[src/rtl/ex_sequencer_pkg.sv]
// ex_sequencer_pkg: shared state encodings, opcode constants and ALU codes
// for the multi-cycle instruction sequencer.
`default_nettype none

package ex_sequencer_pkg;

    localparam int WORD = 32;

    typedef enum logic [2:0] {
        ST_IDLE      = 3'd0,
        ST_FETCH     = 3'd1,
        ST_DECODE    = 3'd2,
        ST_EXECUTE   = 3'd3,
        ST_MEMORY    = 3'd4,
        ST_WRITEBACK = 3'd5,
        ST_FAULT     = 3'd7
    } state_t;

    typedef enum logic [2:0] {
        CL_LDUR  = 3'd0,
        CL_STUR  = 3'd1,
        CL_RTYPE = 3'd2,
        CL_CBZ   = 3'd3,
        CL_B     = 3'd4
    } op_class_t;

    localparam logic [10:0] c_OP_LDUR    = 11'b11111000010;
    localparam logic [10:0] c_OP_STUR    = 11'b11111000000;
    localparam logic [10:0] c_OP_ADD     = 11'b10001011000;
    localparam logic [10:0] c_OP_SUB     = 11'b11001011000;
    localparam logic [10:0] c_OP_AND     = 11'b10001010000;
    localparam logic [10:0] c_OP_ORR     = 11'b10101010000;
    localparam logic [7:0]  c_OP_CBZ_PFX = 8'b10110100;
    localparam logic [5:0]  c_OP_B_PFX   = 6'b000101;

    localparam logic [1:0] c_ALU_ADD   = 2'b00;
    localparam logic [1:0] c_ALU_PASSB = 2'b01;
    localparam logic [1:0] c_ALU_RTYPE = 2'b10;

endpackage

`default_nettype wire

[src/rtl/ex_sequencer_op_decoder.sv]
// op_decoder: combinational classification of instruction bits [31:21]
// into an instruction class plus an illegal-opcode flag.
`default_nettype none

module op_decoder
    import ex_sequencer_pkg::*;
(
    input  logic [10:0] i_opcode,
    output op_class_t   o_class,
    output logic        o_illegal
);

    always_comb begin
        o_class   = CL_RTYPE;
        o_illegal = 1'b0;
        if (i_opcode == c_OP_LDUR) begin
            o_class = CL_LDUR;
        end else if (i_opcode == c_OP_STUR) begin
            o_class = CL_STUR;
        end else if (i_opcode == c_OP_ADD || i_opcode == c_OP_SUB ||
                     i_opcode == c_OP_AND || i_opcode == c_OP_ORR) begin
            o_class = CL_RTYPE;
        end else if (i_opcode[10:3] == c_OP_CBZ_PFX) begin
            o_class = CL_CBZ;
        end else if (i_opcode[10:5] == c_OP_B_PFX) begin
            o_class = CL_B;
        end else begin
            o_illegal = 1'b1;
        end
    end

endmodule

`default_nettype wire

[src/rtl/ex_sequencer.sv]
// ex_sequencer: multi-cycle FETCH/DECODE/EXECUTE/MEMORY/WRITEBACK control FSM
// with memory-wait timeout, sticky fault and retired-instruction counter.
`default_nettype none

module ex_sequencer
    import ex_sequencer_pkg::*;
#(
    parameter int MEM_WAIT_MAX = 15,
    parameter int CNT_W        = 32
) (
    input  logic             clk,
    input  logic             reset,
    input  logic             run,
    input  logic [10:0]      opcode,
    input  logic             zero,
    input  logic             mem_ready,
    output logic             ir_write,
    output logic             pc_write,
    output logic             pc_src,
    output logic             reg_write,
    output logic             mem_read,
    output logic             mem_write,
    output logic             mem_to_reg,
    output logic             alu_src,
    output logic [1:0]       alu_op,
    output logic [2:0]       state,
    output logic             busy,
    output logic             instr_done,
    output logic             fault,
    output logic [CNT_W-1:0] instr_count
);

    localparam int c_WAIT_W = $clog2(MEM_WAIT_MAX + 1);

    state_t              r_state;
    state_t              w_next;
    op_class_t           r_class;
    op_class_t           w_dec_class;
    logic                w_dec_illegal;
    logic [c_WAIT_W-1:0] r_wait;
    logic [CNT_W-1:0]    r_count;
    logic                w_retire;
    logic                w_mem_phase;
    logic                w_wait_expired;

    op_decoder u_op_decoder (
        .i_opcode  (opcode),
        .o_class   (w_dec_class),
        .o_illegal (w_dec_illegal)
    );

    assign w_mem_phase    = (r_state == ST_FETCH) || (r_state == ST_MEMORY);
    // Fires on the cycle that would be the MEM_WAIT_MAX-th unanswered wait.
    assign w_wait_expired = !mem_ready && (r_wait == c_WAIT_W'(MEM_WAIT_MAX - 1));

    always_ff @(posedge clk or posedge reset) begin
        if (reset) begin
            r_state <= ST_IDLE;
            r_class <= CL_RTYPE;
            r_wait  <= '0;
            r_count <= '0;
        end else begin
            r_state <= w_next;
            if (r_state == ST_DECODE) begin
                r_class <= w_dec_class;
            end
            if (w_mem_phase && !mem_ready) begin
                r_wait <= r_wait + 1'b1;
            end else begin
                r_wait <= '0;
            end
            if (w_retire) begin
                r_count <= r_count + 1'b1;
            end
        end
    end

    always_comb begin
        w_next     = r_state;
        w_retire   = 1'b0;
        ir_write   = 1'b0;
        pc_write   = 1'b0;
        pc_src     = 1'b0;
        reg_write  = 1'b0;
        mem_read   = 1'b0;
        mem_write  = 1'b0;
        mem_to_reg = 1'b0;
        alu_src    = 1'b0;
        alu_op     = c_ALU_ADD;
        case (r_state)
            ST_IDLE: begin
                if (run) begin
                    w_next = ST_FETCH;
                end
            end
            ST_FETCH: begin
                mem_read = 1'b1;
                if (mem_ready) begin
                    ir_write = 1'b1;
                    pc_write = 1'b1;
                    w_next   = ST_DECODE;
                end else if (w_wait_expired) begin
                    w_next = ST_FAULT;
                end
            end
            ST_DECODE: begin
                w_next = w_dec_illegal ? ST_FAULT : ST_EXECUTE;
            end
            ST_EXECUTE: begin
                case (r_class)
                    CL_RTYPE: begin
                        alu_op = c_ALU_RTYPE;
                        w_next = ST_WRITEBACK;
                    end
                    CL_LDUR, CL_STUR: begin
                        alu_src = 1'b1;
                        w_next  = ST_MEMORY;
                    end
                    CL_CBZ: begin
                        alu_op   = c_ALU_PASSB;
                        pc_src   = 1'b1;
                        pc_write = zero;
                        w_retire = 1'b1;
                    end
                    CL_B: begin
                        pc_src   = 1'b1;
                        pc_write = 1'b1;
                        w_retire = 1'b1;
                    end
                    default: w_next = ST_FAULT;
                endcase
            end
            ST_MEMORY: begin
                mem_read  = (r_class == CL_LDUR);
                mem_write = (r_class == CL_STUR);
                if (mem_ready) begin
                    if (r_class == CL_LDUR) begin
                        w_next = ST_WRITEBACK;
                    end else begin
                        w_retire = 1'b1;
                    end
                end else if (w_wait_expired) begin
                    w_next = ST_FAULT;
                end
            end
            ST_WRITEBACK: begin
                reg_write  = 1'b1;
                mem_to_reg = (r_class == CL_LDUR);
                w_retire   = 1'b1;
            end
            ST_FAULT: begin
                w_next = ST_FAULT;
            end
            default: w_next = ST_FAULT;
        endcase
        if (w_retire) begin
            w_next = run ? ST_FETCH : ST_IDLE;
        end
    end

    assign state       = r_state;
    assign busy        = (r_state != ST_IDLE) && (r_state != ST_FAULT);
    assign fault       = (r_state == ST_FAULT);
    assign instr_done  = w_retire;
    assign instr_count = r_count;

endmodule

`default_nettype wire
[config.mk]
export PLATFORM = sky130hd
export DESIGN_NAME = ex_sequencer
export DESIGN_NICKNAME = d
export VERILOG_FILES = /design/src/rtl/ex_sequencer_pkg.sv /design/src/rtl/ex_sequencer_op_decoder.sv /design/src/rtl/ex_sequencer.sv
export SDC_FILE = /design/constraint.sdc
export NUM_CORES = 1
export LEC_CHECK = 0
export CAP_MARGIN = 20
export CORE_MARGIN = 1
export CORE_UTILIZATION = 43
export CTS_CLUSTER_DIAMETER = 30
export DETAILED_ROUTE_END_ITERATION = 7
export GPL_ROUTABILITY_DRIVEN = 0
export MAX_ROUTING_LAYER = met4
export PLACE_DENSITY_LB_ADDON = 0.25
export SLEW_MARGIN = 0
export SYNTH_ARGS = -nofsm -noshare
export SYNTH_HDL_FRONTEND = slang
export SYNTH_HIERARCHICAL = 1
export SYNTH_SLANG_ARGS = --single-unit
[constraint.sdc]
create_clock -name clk -period 4.1 [get_ports clk]
set_input_delay 0.82 -clock clk [delete_from_list [all_inputs] [get_ports clk]]
set_output_delay 0.82 -clock clk [all_outputs]
set_load 0.02 [all_outputs]
Word-level counts from Yosys, hierarchy flattened. Index checks and enable logic that the tools add are counted.

Flip-flop bits (word level): 42. Bits of input ports: 16. Output and inout port bits: 48. Word-level logic and storage cells: 82.

Add/sub/neg operators: 2. Equality and inequality tests: 24. Muxes and demuxes: 38. Reductions and logical operators: 14.

Operators by type and width (count): $eq A11 B11 Y1 const B (6); $mux W3 (12); $add A32 B1 Y32 const B (1); $pmux W3 S6 (1); $mux W1 (17); $eq A3 B2 Y1 const B (4); $eq A3 B3 Y1 const B (4); $ne A3 B3 Y1 const B (3); $pmux W3 S3 (1); $eq A8 B8 Y1 const B (1); $eq A3 B1 Y1 const B (2); $eq A6 B3 Y1 const B (1); $logic_not A3 Y1 (2); $pmux W1 S2 (3); $add A4 B1 Y4 const B (1); $eq A4 B4 Y1 const B (1); $logic_or A1 B1 Y1 (4); $mux W4 (1); $ne A4 B3 Y1 const B (1); $pmux W2 S2 (1); $reduce_and A4 Y1 (1); $reduce_or A2 Y1 (2); $logic_and A1 B1 Y1 (3); $pmux W1 S3 (1); 4 further kinds (4).

Longest topological paths before layout.
Word-level depth: 10. Mapped depth: 7.

Cells and area by module. Netlist, hierarchy kept.

By module, submodules not included: ex_sequencer (times used 1, cells an instance 217, area each 2218.4 µm²); op_decoder (times used 1, cells an instance 17, area each 115.1 µm²).

Least setup slack after synthesis. OpenSTA, ideal clock, no wires.

Path type: input to output. Start: input port mem_ready. End: output port instr_done. Data arrival time: 1.734 ns. Setup slack: 1.546 ns. Stages: 4. Cells stage by stage: nor2_1 > nor3_1 > nor2_1 > inv_1.

Cells in the longest elaborated chain, start to end: 2.

Ends and longest elaborated chain: from (decl) (line ex_sequencer.sv:16) `input logic mem_ready,`; $mux W1 (line ex_sequencer.sv:136) `if (mem_ready) begin`; $pmux W1 S3 (line ex_sequencer.sv:90) `case (r_state)`; to (decl) (line ex_sequencer.sv:28) `output logic instr_done,`.

Every way passes these cells.

Worst setup path in the final report. Same ends and word-level chain as after synthesis.

==> flow_summary_export.csv <==
group,metric,value,unit
status,status,"finished clean",
layout,layout_common_cells,"clkdlybuf4s50_1 (63), dfrtp_1 (41), nor2_1 (26)",
power,peakVddDrop,0.372,mV
logic_synthesis,muxShareOfSynthArea,2.36,%
cts,clock_latency,0.29,ns
logic_synthesis,synth-compound-area-share,6.92,%
global_route,gr-total-overflow,0,
floorplanning,fp.coreArea,5170,um^2
placement,dp_hpwl,3.48,mm
floorplanning,fp.dieH,75.7,um
cts,post_cts_buffers,0,
layout,diodes,0,
cts,h-tree-depth,2,
power,p_per_area,459,nW/um^2
cts,clk_pin_slew,0.08,ns
cts,clock_sink_count,42,
route,routed_via_density,5.10,
logic_synthesis,synth.distinct_cells,47,
setup_path,critPathLaunchType,"input pin",
logic_synthesis,synth_xor_area_share,12.4,%
logic_synthesis,synth_ff_type,"dfrtp_1",
sta,grt_setup_unrepaired,"no",
setup_path,cp_cell_sequence,"clkdlybuf4s50_1 > nor2_1 > nor3_1 > nor2_1 > inv_1 > clkdlybuf4s50_1",
layout,layout_commonest_cell,"clkdlybuf4s50_1",
setup_path,path_buf_inv,3,
layout,drive_gt1_share,10.0,%
setup_path,cpLargestDelayFamily,"buffers and inverters",
logic_synthesis,syn_nets,253,
logic_synthesis,synth_top_family_by_area,"simple AND/OR/NAND/NOR gates",
route,wirelength,4.72,mm
sta,min_period_over_period,86.1,%
logic_synthesis,syn_area,2330,um^2
logic_synthesis,synth_warnings,6,
global_route,antenna_found_initial,0,
cts,holdBufCountCts,0,
logic_synthesis,synth_adder_area_share,1.61,%
floorplanning,io_pins,64,
cts,cts_max_path_buffers,2,
logic_synthesis,async_flop_share,100,%
cts,cts-resized-gates,0,
placement,place_area,3020,um^2
sta,fin_skew,0.00609,ns
sta,period_needed,3.53,ns
logic_synthesis,syn_area_per_cell,9.97,um^2
job,max-cap-violations,0,
setup_path,crit_path_max_fanout,8,
logic_synthesis,synthCells,234,
sta,hold_viol_final,0,
sta,setup_tns,0,ns
floorplanning,rows,26,
setup_path,end_kind,"primary output",
cts,cts_tree,"done",
placement,io_buffers,63,
global_route,grt_max_degree,24,
global_route,track_usage,19.1,%
floorplanning,start_util,45.1,%
route,drc,0,
route,detailroute.via_count,1882,
sta,hold_ws,0.467,ns
setup_path,arrival,2.71,ns
route,wl_per_cell,12.8,um
power,p_total,1.43,mW
setup_path,required,3.28,ns
logic_synthesis,synthSimpleGateAreaFrac,27.3,%
sta,final-setup-viol-count,0,
logic_synthesis,synth_edf_count,0,
sta,drv_slew,0,
setup_path,crit_slowest_cell,"clkdlybuf4s50_1",
cts,cts_buffers,5,
cts,cts-root-buf,"clkbuf_8",
route,drt_iter0_drc,51,
power,p_leak,1.35,nW
logic_synthesis,synth_seq_area_share,45.1,%
logic_synthesis,synth-seq-cells,42,
global_route,grt_pass1_wl,7.87,mm
setup_path,path_class,"in2out",
floorplanning,die_area,5730,um^2
route,firstDrtPassIters,4,
sta,fmax,283,MHz
layout,nets,317,
layout,final_area,3110,um^2
global_route,grt_pass1_vias,1738,
route,ant_nets,0,
setup_path,crit_path_max_incr_delay,0.64,ns
worst_hold_path,min_path_type,"reg2reg",
sta,max_slew.worst_pin.slew,0.738,ns
layout,layout-area-overhead-vs-synth,33.1,%
sta,max-slew-margin-rel,50.7,%
floorplanning,dieWidth,75.7,um
synthesized netlist by cell type (2+ instances only):
cell type   n  area, um^2
inv_1      13        48.8
o211a_1     2        20.0
xor2_1     18         158
buf_6       2        22.5
nor2_1     26        97.6
and3_1      4        25.0
nor3b_1     2        15.0
nor3_2      4        40.0
buf_2       2        10.0
nor4_2      2        25.0
clkbuf_1    3        11.3
nand4_1     8        50.1
dfrtp_1    41        1030
or2_2       2        12.5
nor4_1      4        25.0
a21oi_1     9        45.0
nor2b_1     3        18.8
o21ai_0     2        10.0
nor3_1     18        90.1
ha_1        3        37.5
nand2_1    17        63.8
xnor2_1    15         131
nand3b_1    2        15.0
mux2_2      4        45.0
nand3_1     6        30.0
per-stage QoR:
stage	utilization, %	worst slack, ns	cells
finish	60.1	0.571	369
global route	60.1	0.413	369
CTS	60.1	0.569	369
detailed placement	58.3	0.586	361
global placement	58.3	0.649	361
floorplan	-	1.55	234
final timing paths:
| kind | startpoint | to | depth (start not counted) | slack, ns |
|---|---|---|---|---|
| worst max register to register | state[0]$_DFFE_PP0P_ | instr_count[31]$_DFFE_PP0P_ | 5 | 1.78 |
| worst max-delay path | mem_ready | instr_done | 6 | 0.57 |
| max in group asynchronous | reset | r_class[1]$_DFFE_PP1P_ | 3 | 2.32 |
| worst min-delay path | instr_count[31]$_DFFE_PP0P_ | instr_count[31]$_DFFE_PP0P_ | 1 | 0.47 |
| min in group asynchronous | reset | instr_count[30]$_DFFE_PP0P_ | 2 | 0.95 |
| worst min register to register | instr_count[31]$_DFFE_PP0P_ | instr_count[31]$_DFFE_PP0P_ | 1 | 0.47 |
where the power goes:
| part | internal, mW | switching, mW | leakage, nW |
|---|---|---|---|
| registers | 0.470 | 0.120 | 0.534 |
| clock network | 0.136 | 0.132 | 0.0482 |
| logic | 0.274 | 0.295 | 0.767 |
logic make-up after synthesis:
| group | Yosys count |
|---|---|
| fa+ha+maj | 3 |
| mux | 5 |
| simple gates | 110 |
| xor+xnor | 33 |
| compound gates | 20 |
| buf+inv | 21 |
| flops | 42 |
routing by layer:
metal	part of all wire [%]	GRT usage, %
met5	0	-
met4	1.1	5.56
met3	5.0	5.03
met2	46	29.4
met1	48	25.0
state kept, by name, indices dropped and copies added, names as in the netlist:
| name | count |
|---|---|
| instr_count | 32 |
| state | 3 |
| r_class | 3 |
| r_wait | 4 |
final cells by class:
type | instances | area [um^2]
Clock buffer | 7 | 86.3
Clock inverter | 1 | 5.00
Fill cell | 469 | 2070
Inverter | 13 | 48.8
Multi-Input combinational cell | 171 | 1180
Sequential cell | 42 | 1050
Tap cell | 70 | 87.6
Timing Repair Buffer | 65 | 646
(Power assumes the default switching activity.)
